`src/rtl/apb_timer_gen_pkg.sv`:
```
`default_nettype none
// +--------------------------------------------------------------------+
// | apb_timer_gen_pkg: register map, bit positions and TCR layout.      |
// | Rev 1.0                                                             |
// +--------------------------------------------------------------------+
package apb_timer_gen_pkg;

    localparam int ADDR_TDR  = 0;
    localparam int ADDR_TCR  = 1;
    localparam int ADDR_TSR  = 2;
    localparam int ADDR_TCNT = 3;
    localparam int ADDR_TCMP = 4;
    localparam int ADDR_TIER = 5;
    localparam int ADDR_LAST = 5;

    localparam int TCR_LOAD    = 7;
    localparam int TCR_ARE     = 6;
    localparam int TCR_DOWN    = 5;
    localparam int TCR_EN      = 4;
    localparam int TCR_OS      = 3;
    localparam int TCR_CKS_MSB = 2;
    localparam int TCR_CKS_LSB = 0;

    localparam int TSR_OVF   = 0;
    localparam int TSR_UNF   = 1;
    localparam int TSR_CMF   = 2;
    localparam int TSR_WIDTH = 3;

    // Stored TCR bits in register order; LOAD is a strobe and is not kept.
    typedef struct packed {
        logic       are;
        logic       down;
        logic       en;
        logic       os;
        logic [2:0] cks;
    } tcr_t;

    function automatic logic [6:0] cks_mask(input logic [2:0] cks);
        return 7'((8'd1 << cks) - 8'd1);
    endfunction

endpackage
`default_nettype wire

```
`src/rtl/timer_prescaler.sv`:
```
`default_nettype none
// +--------------------------------------------------------------------+
// | timer_prescaler: 7-bit free-running divider producing count ticks.  |
// | Rev 1.0                                                             |
// +--------------------------------------------------------------------+
module timer_prescaler
    import apb_timer_gen_pkg::*;
(
    input  logic       PCLK,
    input  logic       PRESETn,
    input  logic       en,
    input  logic       clr,
    input  logic [2:0] cks,
    output logic       tick
);

    logic [6:0] r_presc;
    logic [6:0] w_mask;

    assign w_mask = cks_mask(cks);

    always_ff @(posedge PCLK or negedge PRESETn) begin
        if (!PRESETn) begin
            r_presc <= 7'd0;
        end else if (!en || clr) begin
            r_presc <= 7'd0;
        end else begin
            r_presc <= r_presc + 7'd1;
        end
    end

    assign tick = en & ((r_presc & w_mask) == w_mask);

endmodule
`default_nettype wire

```
`src/rtl/apb_timer_gen.sv`:
```
`default_nettype none
// +--------------------------------------------------------------------+
// | apb_timer_gen: APB up/down timer with prescaler, reload, compare.   |
// | Rev 1.0                                                             |
// +--------------------------------------------------------------------+
module apb_timer_gen
    import apb_timer_gen_pkg::*;
#(
    parameter int CNT_WIDTH  = 8,
    parameter int DATA_WIDTH = 8,
    parameter int ADDR_WIDTH = 8
) (
    input  logic                  PCLK,
    input  logic                  PRESETn,
    input  logic                  PSEL,
    input  logic                  PENABLE,
    input  logic                  PWRITE,
    input  logic [ADDR_WIDTH-1:0] PADDR,
    input  logic [DATA_WIDTH-1:0] PWDATA,
    output logic                  PREADY,
    output logic                  PSLVERR,
    output logic [DATA_WIDTH-1:0] PRDATA,
    output logic                  IRQ
);

    localparam logic [CNT_WIDTH-1:0] C_CNT_MAX = {CNT_WIDTH{1'b1}};

    logic [CNT_WIDTH-1:0] r_tdr;
    logic [CNT_WIDTH-1:0] r_tcmp;
    logic [CNT_WIDTH-1:0] r_tcnt;
    tcr_t                 r_tcr;
    logic [TSR_WIDTH-1:0] r_tsr;
    logic [TSR_WIDTH-1:0] r_tier;
    logic                 r_cnt_upd;
    logic                 r_irq;

    logic                 w_access;
    logic                 w_err;
    logic                 w_wr;
    logic                 w_rd;
    logic                 w_load;
    logic                 w_tick;
    logic                 w_os_stop;
    logic [CNT_WIDTH-1:0] w_cnt_nxt;
    logic [TSR_WIDTH-1:0] w_set;

    assign w_access = PSEL & PENABLE;
    assign w_err    = w_access & ((PADDR > ADDR_WIDTH'(ADDR_LAST)) |
                                  (PWRITE & (PADDR == ADDR_WIDTH'(ADDR_TCNT))));
    assign w_wr     = w_access & PWRITE & ~w_err;
    assign w_rd     = w_access & ~PWRITE;
    assign w_load   = w_wr & (PADDR == ADDR_WIDTH'(ADDR_TCR)) & PWDATA[TCR_LOAD];

    assign PREADY  = 1'b1;
    assign PSLVERR = w_err;
    assign IRQ     = r_irq;

    timer_prescaler u_presc (
        .PCLK    (PCLK),
        .PRESETn (PRESETn),
        .en      (r_tcr.en),
        .clr     (w_load),
        .cks     (r_tcr.cks),
        .tick    (w_tick)
    );

    // Load beats a tick; wrap events only come from ticks.
    always_comb begin
        w_cnt_nxt = r_tcnt;
        w_set     = '0;
        w_os_stop = 1'b0;
        if (w_load) begin
            w_cnt_nxt = r_tdr;
        end else if (w_tick) begin
            if (!r_tcr.down) begin
                if (r_tcnt == C_CNT_MAX) begin
                    w_set[TSR_OVF] = 1'b1;
                    w_cnt_nxt      = r_tcr.are ? r_tdr : '0;
                    w_os_stop      = r_tcr.os;
                end else begin
                    w_cnt_nxt = r_tcnt + CNT_WIDTH'(1);
                end
            end else begin
                if (r_tcnt == '0) begin
                    w_set[TSR_UNF] = 1'b1;
                    w_cnt_nxt      = r_tcr.are ? r_tdr : C_CNT_MAX;
                    w_os_stop      = r_tcr.os;
                end else begin
                    w_cnt_nxt = r_tcnt - CNT_WIDTH'(1);
                end
            end
        end
        // Compare looks at the value the counter took on the previous edge.
        w_set[TSR_CMF] = r_cnt_upd & (r_tcnt == r_tcmp);
    end

    always_ff @(posedge PCLK or negedge PRESETn) begin
        if (!PRESETn) begin
            r_tdr     <= '0;
            r_tcmp    <= C_CNT_MAX;
            r_tcnt    <= '0;
            r_tcr     <= '0;
            r_tsr     <= '0;
            r_tier    <= '0;
            r_cnt_upd <= 1'b0;
            r_irq     <= 1'b0;
        end else begin
            r_tcnt    <= w_cnt_nxt;
            r_cnt_upd <= w_load | w_tick;
            r_irq     <= |(r_tsr & r_tier);

            if (w_wr && PADDR == ADDR_WIDTH'(ADDR_TDR)) begin
                r_tdr <= PWDATA[CNT_WIDTH-1:0];
            end
            if (w_wr && PADDR == ADDR_WIDTH'(ADDR_TCMP)) begin
                r_tcmp <= PWDATA[CNT_WIDTH-1:0];
            end
            if (w_wr && PADDR == ADDR_WIDTH'(ADDR_TIER)) begin
                r_tier <= PWDATA[TSR_WIDTH-1:0];
            end

            // An APB write of EN overrides the one-shot auto-clear.
            if (w_wr && PADDR == ADDR_WIDTH'(ADDR_TCR)) begin
                r_tcr <= tcr_t'(PWDATA[TCR_ARE:TCR_CKS_LSB]);
            end else if (w_os_stop) begin
                r_tcr.en <= 1'b0;
            end

            if (w_wr && PADDR == ADDR_WIDTH'(ADDR_TSR)) begin
                r_tsr <= (r_tsr & ~PWDATA[TSR_WIDTH-1:0]) | w_set;
            end else begin
                r_tsr <= r_tsr | w_set;
            end
        end
    end

    always_comb begin
        PRDATA = '0;
        if (w_rd) begin
            case (PADDR)
                ADDR_WIDTH'(ADDR_TDR):  PRDATA = DATA_WIDTH'(r_tdr);
                ADDR_WIDTH'(ADDR_TCR):  PRDATA = DATA_WIDTH'(r_tcr);
                ADDR_WIDTH'(ADDR_TSR):  PRDATA = DATA_WIDTH'(r_tsr);
                ADDR_WIDTH'(ADDR_TCNT): PRDATA = DATA_WIDTH'(r_tcnt);
                ADDR_WIDTH'(ADDR_TCMP): PRDATA = DATA_WIDTH'(r_tcmp);
                ADDR_WIDTH'(ADDR_TIER): PRDATA = DATA_WIDTH'(r_tier);
                default:                PRDATA = '0;
            endcase
        end
    end

endmodule
`default_nettype wire

```
`config.mk`:
```
export PLATFORM = sky130hd
export DESIGN_NAME = apb_timer_gen
export DESIGN_NICKNAME = d
export VERILOG_FILES = /design/src/rtl/apb_timer_gen_pkg.sv /design/src/rtl/timer_prescaler.sv /design/src/rtl/apb_timer_gen.sv
export SDC_FILE = /design/constraint.sdc
export NUM_CORES = 1
export LEC_CHECK = 0
export ABC_AREA = 1
export CAP_MARGIN = 20
export CELL_PAD_IN_SITES_DETAIL_PLACEMENT = 2
export CELL_PAD_IN_SITES_GLOBAL_PLACEMENT = 2
export CORE_ASPECT_RATIO = 0.8
export CORE_MARGIN = 2
export CORE_UTILIZATION = 29
export DETAILED_ROUTE_END_ITERATION = 8
export PLACE_DENSITY = 0.76
export REMOVE_ABC_BUFFERS = 1
export SLEW_MARGIN = 40
export SYNTH_ARGS = -nofsm -noshare
export SYNTH_HDL_FRONTEND = slang
export SYNTH_HIERARCHICAL = 1
export SYNTH_SLANG_ARGS = --single-unit
export TNS_END_PERCENT = 10
```
`constraint.sdc`:
```
create_clock -name PCLK -period 1.7 [get_ports PCLK]
set_input_delay 0.34 -clock PCLK [delete_from_list [all_inputs] [get_ports PCLK]]
set_output_delay 0.34 -clock PCLK [all_outputs]
set_load 0.05 [all_outputs]
```
# Yosys cells after proc, flatten, opt, wreduce, memory -nomap -nowiden
# Index checks and enable logic that the tools add are counted.
# word_totals
register_bits	46
input_bits	21
out_inout_bits	11
wordCells	83
# op_classes
add_sub_neg	4
n_lt_le_gt_ge	1
eq_ne	8
shifts	1
muxes	24
bitwise	20
n_reduce_logical	12
# op_table
op	n
two-way mux 8 bit	8
one-hot mux 8 bit (6 select lines)	1
equality test 8 x 2 -> 1 bit (second input constant)	2
equality test 8 x 3 -> 1 bit (second input constant)	2
zero test 8 bit	2
two-way mux 1 bit	11
bitwise AND 1 bit	10
adder 8 x 1 -> 8 bit (second input constant)	1
equality test 8 x 1 -> 1 bit (second input constant)	1
equality test 8 bit	1
equality test 8 bit (second input constant)	1
greater-than comparator 8 x 3 -> 1 bit (second input constant)	1
subtractor 8 x 1 -> 8 bit (second input constant)	1
adder 7 x 1 -> 7 bit (second input constant)	1
bitwise AND 7 bit	1
equality test 7 bit	1
two-way mux 7 bit	1
left shift 1 x 3 -> 7 bit (first input constant)	1
subtractor 7 x 1 -> 7 bit (second input constant)	1
bitwise AND 3 bit	2
OR 3 bit	2
logical AND 1 bit	5
two-way mux 2 bit	2
nonzero test 2 bit	2
7 further kinds	9

# Logic depth before layout (Yosys ltp)
# Gate-level depths: netlist of run 1.
# logic_depth
depth_word	11
depth_mapped	13
depth_no_buf	12

# Modules after synthesis
# The synthesis of run 1 kept the hierarchy.
# by_module_without_submodules
module	n_inst	cells_per_inst	area_each_um2	seq_area_each_um2
apb_timer_gen	1	428	2930.3	985.9
timer_prescaler	1	51	390.4	175.2

# Worst setup path after synthesis of run 1
# Ideal clock, no wire load.
# synth_path
path_type	input port to output port
startpoint	in PADDR[5]
endpoint	out PRDATA[0]
arrival_time_ps	1847
t_required_ps	1360
setup_slack_ps	-487
path_stages	9
path_buffers	0
cell_sequence	nor2_2 > nand2_2 > inv_4 > nand2_4 > nor2_2 > inv_1 > o21ai_0 > nor3_1 > nor2_1
# synth_via
elab_chain_cells	3
elab_cells_between_ends	8
cone_classes	5 x eq/ne; 2 x mux; 1 x reduce/logical
# synth_lines
element	line_no	source
start, declared	apb_timer_gen.sv:18	input logic [ADDR_WIDTH-1:0] PADDR,
equality test 8 x 3 -> 1 bit (tied with other cells)	apb_timer_gen.sv:140	case (PADDR)
one-hot mux 8 bit (6 select lines) (*)	apb_timer_gen.sv:140	
two-way mux 8 bit (*)	apb_timer_gen.sv:139	if (w_rd) begin
end, declared	apb_timer_gen.sv:22	output logic [DATA_WIDTH-1:0] PRDATA,
# Mark *: on every way between the ends. The rest lies on a longest branch, timed or not.

# Worst setup path after layout of run 1
# layout_path
startpoint	in PADDR[2]
endpoint	out PRDATA[1]
# Same word-level chain as after synthesis.

==> flow_metrics.py, run 1 <==
metrics = {
    "outcome": {
        "outcome": "complete, but fails checks",
        "failed_checks": "setup timing",
    },
    "clock_tree": {
        "cts_root_buffer": "clkbuf_16",
        "cts_tree": "done",
        "cts_max_path_buffers": 2,
        "htree_levels": 2,
        "cts_sinks": 46,
        "clk_pin_slew_ps": 70,
        "clock_latency_ps": 300,
        "cts-buffers-inserted": 5,
    },
    "finish": {
        "layout.cells.most_common": "nand2_1",
        "nNetsFinal": 610,
        "final_cells": 731,
        "final_area_um2": 4960,
        "fill_cells": 1245,
        "area.growth.synth_to_final_pct": 49.4,
        "mostFrequentLayoutCells": "nand2_1, buf_4, nand3_1, inv_1, dfrtp_1",
        "drive_above_1_share": 0.397,
        "final_core_util": 0.450,
        "antenna_cells": 0,
    },
    "synthesis": {
        "synth_top_cell_area_share": 0.286,
        "ys_seq_elements": 46,
        "synth_cells": 479,
        "syn_area_per_cell_um2": 6.93,
        "ys_seq_area_frac": 0.350,
        "netlist_area_um2": 3320,
        "ys_warn_count": 6,
        "yosys-top-cells-area": "dfrtp_1, nand2_1, nand3_1, inv_1, dfstp_2",
        "synth.distinct_cells": 33,
        "synth_top_area_cell": "dfrtp_1",
    },
    "global_routing": {
        "antenna_found_initial": 0,
        "grt_pass1_vias": 4555,
        "track_usage": 0.297,
        "grt_max_degree": 27,
        "grt_overflow": 0,
        "grt_pass1_wl_mm": 27.3,
    },
    "setup_path": {
        "slowest_stage": "nor2_4",
        "crit_family": "buffers and inverters",
        "crit_buf_inv": 5,
        "crit_top_cell": "buf_6",
        "startpoint_type": "input pin",
        "cp_max_fo": 4,
        "worstSetupPathType": "input pin to output pin",
        "critPathArrivalTime_ps": 1780,
        "critPathCaptureType": "output pin",
        "worstPathRequired_ps": 1360,
        "cp_cell_sequence": "buf_2, nor2_4, buf_6, buf_6, nand4_1, buf_6, o22ai_2, nor3_2, nor2_2, clkbuf_16",
        "cp_slowest_stage_delay_ps": 220,
    },
    "drt": {
        "drtIter0Drc": 306,
        "first_pass_iters": 5,
        "viasPerCell": 5.58,
        "wl_per_cell_um": 25.8,
        "vias": 4081,
        "drtAntennaViolNets": 0,
        "wirelength_mm": 18.9,
        "drc": 0,
    },
    "sta": {
        "rsz0062_at_grt": "true",
        "clock.fmax_mhz": 471,
        "setup_violations": 54,
        "period_share": 1.25,
        "hold-worst-slack_ps": 447,
        "period_needed_ps": 2120,
        "slew_viol_final": 0,
        "fin_skew_ps": 7.69,
        "hold_viol": 0,
        "worst_slack_ps": -424,
    },
    "floorplanning": {
        "start_util": 0.301,
        "core_area_um2": 11000,
        "die_area_um2": 12300,
        "dieWidth_um": 124,
        "rows": 34,
        "die_y_um": 99.7,
        "io_pins": 32,
    },
    "placed_design": {
        "gp_routability_congestion": 0.914,
        "hpwlAfterDp_mm": 11.1,
        "dp_cells": 708,
        "placed_area_um2": 4340,
        "portBuffers": 30,
    },
    "min_path": {
        "hp-class": "input pin to async pin",
    },
    "power_and_ir_drop": {
        "power_leakage_nw": 2.28,
        "powerDensity_nw_per_um2": 495,
        "peakVddDrop_mv": 0.367,
        "finalPower_w": 0.00246,
    },
    "flow_run": {
        "maxCapViolCount": 0,
    },
}
==> registers in the layout, summed over array words and instances, names as in the netlist <==
name	cells
r_tcmp	8
r_tcnt	8
r_tdr	8
r_tcr	7
u_presc/r_presc	7
r_tier	3
r_tsr	3
IRQ	1
r_cnt_upd	1
==> power by group <==
group	internal [W]	leakage, nW	switching, W
Sequential	0.00110	0.570	0.00000571
Clock	0.000594	0.0745	0.000474
Combinational	0.000118	1.63	0.000169
==> stage by stage <==
stage          worst slack [ps]  TNS (ps)
6_report                   -424    -10000
4_1_cts                    -290     -3100
2_1_floorplan              -487     -4630
5_1_grt                    -460    -13040
3_3_place_gp               -802    -31900
3_5_place_dp               -877    -34770
==> timing repair <==
item / CTS / global route
setup buffers: 14 / 1
pin swaps: 25 / 19
endpoints found under the hold margin: 7 / 0
setup endpoints to repair: 54 / 54
gates resized for setup: 104 / 46
hold buffers: 1 / 0
==> cell usage after synthesis <==
cell type	instances
a211oi_1	2
a21o_1	2
a21oi_1	13
a21oi_2	1
buf_2	6
buf_4	4
buf_6	3
clkbuf_1	4
conb_1	1
dfrtp_1	38
dfstp_2	8
ha_1	3
inv_1	60
inv_2	8
inv_4	2
nand2_1	121
nand2_2	5
nand2_4	4
nand3_1	59
nand4_1	9
nand4_4	1
nor2_1	38
nor2_2	6
nor2_4	8
nor3_1	6
o2111ai_1	1
o211ai_1	1
o21ai_0	26
o21ai_1	7
o21ai_2	12
o221ai_1	1
o22ai_1	11
xor2_1	8
==> routing by layer <==
layer	wire length [um]	vias up	track usage
li1	-	1761	-
met1	7970	2093	0.379
met2	9150	161	0.500
met3	975	66	0.0591
met4	770	0	0.103
met5	0	-	0
==> path summary, 6_finish.rpt <==
path                                       startpoint                            to  slack [ps]  depth (start not counted)
worst min register to register  r_tcmp[3]$_DFFE_PN1P_         r_tcmp[3]$_DFFE_PN1P_         510                          2
min in group PCLK               r_tcmp[3]$_DFFE_PN1P_         r_tcmp[3]$_DFFE_PN1P_         510                          2
max in group asynchronous                     PRESETn         r_tcmp[0]$_DFFE_PN1P_         690                          3
worst max-delay path                         PADDR[2]                     PRDATA[1]        -420                         10
worst max register to register  r_tcnt[1]$_DFFE_PN0P_         r_tcnt[3]$_DFFE_PN0P_        -270                         10
worst min-delay path                          PRESETn  u_presc/r_presc[6]$_DFF_PN0_         450                          2
==> layout make-up <==
class                      count  area, um2  share of cell area
clock inverter                 1       8.76             0.00177
clock buffer                   7        143              0.0287
inverter                      70        283              0.0570
sequential                    46       1170               0.235
tap                          144        180              0.0363
timing repair buffer         117       1110               0.225
multi-input combinational    346       2070               0.417
==> cell families (layout without fill, tap and decap cells) <==
kind of cell / count (synthesis) / in the layout / synth area share
AND/OR/NAND/NOR: 257 / 257 / 0.362
buffers and inverters: 87 / 195 / 0.113
AO/OA/AOI/OAI: 77 / 77 / 0.141
flip-flops: 46 / 46 / 0.350
XOR/XNOR: 8 / 8 / 0.0211
adder cells (fa/ha/maj): 3 / 3 / 0.0113
other: 1 / 1 / 0.00113
(Power assumes the default switching activity.)
==> run 2, diff against run 1 <==
- CORE_UTILIZATION: 29 -> 33
- MAX_ROUTING_LAYER: unset -> met4
- PLACE_DENSITY: 0.76 -> 0.81
- clock period: 1.7 -> 2 ns (I/O delays scaled with it)
==> run 2 against run 1 <==
Die area down 12%. Clock skew down 2.0 ps. Clock power fell by 21%. Core utilization up 2.3 points. The flow still finishes with violations (setup timing). Global-route usage rose by 0.29 points. Final area decreased by 7.2%. Critical path depth up 2. Non-clock buffer count is 30 lower. Largest cell class unchanged. Flip-flop and latch count stayed put.
==> flow_metrics.py, run 2 (synthesis results as in run 1) <==
metrics = {
    "floorplanning": {
        "start_util": 0.341,
        "rows": 32,
        "dieWidth_um": 116,
        "die_y_um": 93.7,
        "core_area_um2": 9730,
        "die_area_um2": 10900,
        "io_pins": 32,
    },
    "sta": {
        "fin_skew_ps": 5.73,
        "setup_violations": 12,
        "maxSlewHeadroom": 0.583,
        "rsz0062_at_grt": "true",
        "hold_viol": 0,
        "period_needed_ps": 2220,
        "worst_slack_ps": -220,
        "slew_viol_final": 0,
        "clock.fmax_mhz": 450,
        "period_share": 1.11,
        "worstMarginPinSlew_ps": 625,
    },
    "setup_path": {
        "crit_buf_inv": 5,
        "critPathCaptureType": "output pin",
        "crit_family": "simple AND/OR/NAND/NOR gates",
        "worstPathRequired_ps": 1600,
        "rr_endpoint": "r_tcnt[4]$_DFFE_PN0P_",
        "r2r_slack_ps": 30,
        "slowest_stage": "nor2_2",
        "worstSetupStartpoint": "PADDR[5]",
        "r2r-start": "r_tcnt[1]$_DFFE_PN0P_",
        "cp_slowest_stage_delay_ps": 210,
        "cp_cell_sequence": "buf_6, nor2_4, nand2_4, inv_4, nand2_4, nor2_4, inv_4, buf_6, o21ai_4, nor3_2, nor2_2, buf_12",
        "cp_max_fo": 5,
        "r2r_cells": 9,
        "worstSetupPathType": "input pin to output pin",
        "critPathArrivalTime_ps": 1820,
        "startpoint_type": "input pin",
    },
    "drt": {
        "first_pass_iters": 4,
        "wirelength_mm": 15.7,
        "drc": 0,
        "drtAntennaViolNets": 0,
        "viasPerCell": 5.39,
        "wl_per_cell_um": 22.7,
        "drtIter0Drc": 218,
        "vias": 3738,
    },
    "finish": {
        "layout.cells.most_common": "nand2_1",
        "area.growth.synth_to_final_pct": 38.6,
        "antenna_cells": 0,
        "final_area_um2": 4600,
        "reg_top3": "r_tcmp: 8 flops, r_tcnt: 8 flops, r_tdr: 8 flops",
        "fill_cells": 1131,
        "drive_above_1_share": 0.320,
        "nNetsFinal": 580,
        "mostFrequentLayoutCells": "nand2_1, nand3_1, inv_1, buf_4, dfrtp_1",
    },
    "power_and_ir_drop": {
        "powerDensity_nw_per_um2": 436,
        "peakVddDrop_mv": 0.308,
        "power_leakage_nw": 2.11,
    },
    "placed_design": {
        "placed_area_um2": 4120,
        "portBuffers": 30,
        "dp_slack_ps": -755,
        "hpwlAfterDp_mm": 10.9,
        "gp_routability_congestion": 0.943,
    },
    "min_path": {
        "hp-class": "input pin to async pin",
    },
    "clock_tree": {
        "clock_latency_ps": 290,
        "cts_tree": "done",
        "htree_levels": 2,
        "clk_pin_slew_ps": 70,
        "cts_max_path_buffers": 2,
        "cts_root_buffer": "clkbuf_16",
        "cts-buffers-inserted": 5,
        "cts_sinks": 46,
    },
    "global_routing": {
        "grt_max_degree": 23,
        "grt_overflow": 0,
        "track_usage": 0.300,
        "grt_pass1_wl_mm": 23.9,
        "grt_pass1_vias": 4220,
        "antenna_found_initial": 0,
    },
    "outcome": {
        "outcome": "complete, but fails checks",
        "failed_checks": "setup timing",
    },
    "flow_run": {
        "maxCapViolCount": 0,
    },
}
==> run 2: changes by cell type in the layout (fill, tap and decap cells not counted), sizes merged <==
| cell | delta |
|---|---|
| buf | -30 |
| clkdlybuf4s50 | +1 |
| clkinvlp | +1 |
| dlygate4sd3 | -1 |
| inv | -1 |
==> run 2: repair_timing <==
item,4_1_cts,5_1_grt
hold buffers,0,0
pin swaps,21,20
endpoints found under the setup margin,53,39
resized for setup,83,31
hold endpoints to repair,0,0
setup buffers,9,4
==> run 2: layout make-up <==
class | instances | area [um2] | area share
clock buffers | 7 | 133 | 0.0288
repair buffers | 87 | 865 | 0.188
multi-input cells | 346 | 1990 | 0.433
inverters | 70 | 273 | 0.0593
flip-flops and latches | 46 | 1160 | 0.253
well taps | 136 | 170 | 0.0370
clock inverters | 1 | 7.51 | 0.00163
==> run 2: routing by layer <==
| metal | wire [um] | GRT usage |
|---|---|---|
| met1 | 6630 | 0.369 |
| met2 | 7910 | 0.513 |
| met3 | 802 | 0.0484 |
| met4 | 384 | 0.0853 |
| met5 | 0 | - |
==> run 2: power breakdown <==
| group | switching, W | internal, W | total, W |
|---|---|---|---|
| Combinational | 0.000131 | 0.0000905 | 0.000221 |
| Clock | 0.000381 | 0.000466 | 0.000846 |
| Sequential | 0.00000556 | 0.000933 | 0.000938 |
| Total | 0.000517 | 0.00149 | 0.00201 |
==> run 2: per-stage QoR <==
step | hold slack (ps) | power, W | setup TNS [ps] | utilization | cells
2_1_floorplan | 104 | 0.00101 | -1950 | - | 462
3_3_place_gp | 361 | 0.00113 | -17620 | 0.424 | 672
3_5_place_dp | 373 | 0.00114 | -23850 | 0.424 | 672
4_1_cts | 60.2 | 0.00199 | -1140 | 0.459 | 689
5_1_grt | 80.3 | 0.00206 | -3020 | 0.473 | 693
6_report | 46.8 | 0.00201 | -1590 | 0.473 | 693
==> run 2: worst max path at each step <==
stage                            to  cells past startpoint
final                     PRDATA[2]                     12
after global routing      PRDATA[2]                     12
after CTS                 PRDATA[3]                     13
after detailed placement  PRDATA[6]                     10
after global placement    PRDATA[3]                     11
after floorplan           PRDATA[0]                      9
==> run 2: worst reg2reg max path: cells and delay by family, from the launching register on <==
family	cells	cell delay (ps)
buf+inv	2	240
fa+ha+maj	1	200
simple gates	4	440
compound gates	2	540
flops	1	470
==> run 3, diff against run 2 <==
- PLACE_DENSITY: 0.81 -> unset
- PLACE_DENSITY_LB_ADDON: unset -> 0.2
==> run 3 against run 2 <==
Critical path depth is the same. Register-to-register slack improved by 70 ps. Flip-flop and latch count is the same. Global-route usage shrank 0.63 points. The run still ends with setup timing left. Clock-buffer cell count down 2. Sequential power about the same. Wire length shrank 6.1%. Largest power group is now clock. Highest routed layer unchanged. Sequential share of layout area up 0.53 points. Die area is the same.
==> flow_metrics.py, run 3 (synthesis results as in run 1) <==
metrics = {
    "setup_path": {
        "r2r-start": "r_tcnt[1]$_DFFE_PN0P_",
        "cp_max_fo": 6,
        "critPathArrivalTime_ps": 1820,
        "r2r_slack_ps": 100,
        "setup.worst_path.end": "PRDATA[3]",
        "rr_endpoint": "r_tcnt[0]$_DFFE_PN0P_",
        "startpoint_type": "input pin",
        "worstPathRequired_ps": 1600,
        "critPathCaptureType": "output pin",
        "worstSetupStartpoint": "PADDR[7]",
        "r2r_cells": 11,
        "worstSetupPathType": "input pin to output pin",
    },
    "power_and_ir_drop": {
        "peakVddDrop_mv": 0.347,
        "power_leakage_nw": 2.05,
        "powerDensity_nw_per_um2": 473,
        "finalPower_w": 0.00213,
    },
    "sta": {
        "maxSlewHeadroom": 0.633,
        "period_share": 1.11,
        "rsz0062_at_grt": "true",
        "period_needed_ps": 2220,
        "slew_viol_final": 0,
        "worstMarginPinSlew_ps": 550,
        "fin_skew_ps": 7.14,
        "hold-worst-slack_ps": 82.1,
        "hold_viol": 0,
        "worst_slack_ps": -215,
        "setup_violations": 8,
        "clock.fmax_mhz": 451,
    },
    "global_routing": {
        "track_usage": 0.294,
        "grt_max_degree": 27,
        "grt_pass1_wl_mm": 23.3,
        "grt_pass1_vias": 4192,
        "antenna_found_initial": 0,
        "grt_overflow": 0,
    },
    "floorplanning": {
        "dieWidth_um": 116,
        "die_area_um2": 10900,
        "io_pins": 32,
        "rows": 32,
        "die_y_um": 93.7,
        "core_area_um2": 9730,
        "start_util": 0.341,
    },
    "outcome": {
        "failed_checks": "setup timing",
        "outcome": "complete, but fails checks",
    },
    "finish": {
        "mostFrequentLayoutCells": "nand2_1, nand3_1, inv_1, buf_4, dfrtp_1",
        "antenna_cells": 0,
        "layout.cells.most_common": "nand2_1",
        "drive_above_1_share": 0.294,
        "reg_top3": "r_tcmp: 8 flops, r_tcnt: 8 flops, r_tdr: 8 flops",
        "final_core_util": 0.464,
        "area.growth.synth_to_final_pct": 35.9,
        "nNetsFinal": 577,
    },
    "drt": {
        "drtAntennaViolNets": 0,
        "viasPerCell": 5.31,
        "drtIter0Drc": 166,
        "first_pass_iters": 4,
        "vias": 3667,
        "wl_per_cell_um": 21.4,
        "wirelength_mm": 14.8,
        "drc": 0,
    },
    "clock_tree": {
        "cts_tree": "done",
        "cts_sinks": 46,
        "postCtsHoldBufs": 0,
        "clock_latency_ps": 300,
        "cts-buffers-inserted": 5,
        "cts_max_path_buffers": 2,
        "clk_pin_slew_ps": 70,
        "cts_root_buffer": "clkbuf_16",
        "htree_levels": 2,
    },
    "placed_design": {
        "dp_slack_ps": -639,
        "portBuffers": 30,
        "gp_routability_congestion": 0.880,
        "hpwlAfterDp_mm": 10.6,
    },
    "min_path": {
        "hp-class": "input pin to async pin",
    },
    "flow_run": {
        "maxCapViolCount": 0,
    },
}
-- run 3: cell count changes in the layout (fill, tap and decap cells not counted), sizes merged --
cell	delta
inv	+1
clkbuf	-3
bufinv	+1
buf	-2
clkdlybuf4s50	-1
dlygate4sd2	+1
clkinvlp	-1
clkinv	+1
-- run 3: layer usage --
layer,track usage,wire [um],vias up
li1,-,-,1690
met1,0.379,6400,1833
met2,0.495,7150,109
met3,0.0342,848,35
met4,0.0754,374,0
met5,-,0,-
-- run 3: worst max-delay path, stage by stage --
cell	delay, ps
buf_6	100
nor2_4	140
nand2_4	90
inv_4	80
buf_6	100
buf_12	110
nand2_8	80
o22ai_4	180
a211oi_1	70
nor2_1	170
buf_4	160
buf_12	130
-- run 3: stage by stage --
stage | setup TNS, ps | cells | cell area (um2)
2_1_floorplan | -1950 | 462 | 3210
6_report | -1250 | 690 | 4510
3_3_place_gp | -18390 | 676 | 4170
5_1_grt | -1950 | 690 | 4510
4_1_cts | -1000 | 688 | 4480
3_5_place_dp | -22470 | 676 | 4170
-- run 3: worst min path at each step --
| stage | cells after the start | end | from | slack (ps) |
|---|---|---|---|---|
| after floorplan | 0 | IRQ$_DFF_PN0_ | PRESETn | 100 |
| after global placement | 1 | u_presc/r_presc[4]$_DFF_PN0_ | PRESETn | 410 |
| after detailed placement | 1 | u_presc/r_presc[4]$_DFF_PN0_ | PRESETn | 410 |
| after CTS | 1 | u_presc/r_presc[4]$_DFF_PN0_ | PRESETn | 100 |
| after global routing | 1 | u_presc/r_presc[4]$_DFF_PN0_ | PRESETn | 120 |
| final | 1 | u_presc/r_presc[4]$_DFF_PN0_ | PRESETn | 80 |
-- run 3: final cells by class --
class / count / area (um2)
Fill cell: 1129 / 5220
Clock inverter: 3 / 43.8
Multi-Input combinational cell: 346 / 1900
Timing Repair Buffer: 84 / 836
Clock buffer: 5 / 125
Inverter: 70 / 270
Tap cell: 136 / 170
Sequential cell: 46 / 1160
-- run 3: power by group --
| group | internal [W] | switching [W] | total (W) | leakage, nW |
|---|---|---|---|---|
| combinational | 0.0000849 | 0.000124 | 0.000209 | 1.39 |
| sequential | 0.000933 | 0.00000444 | 0.000937 | 0.572 |
| clock | 0.000593 | 0.000395 | 0.000988 | 0.0842 |
-- run 3: repair_timing --
action,in CTS,in global routing
resized for setup,73,10
endpoints found under the setup margin,53,14
setup buffers,4,2
pin swaps,19,8
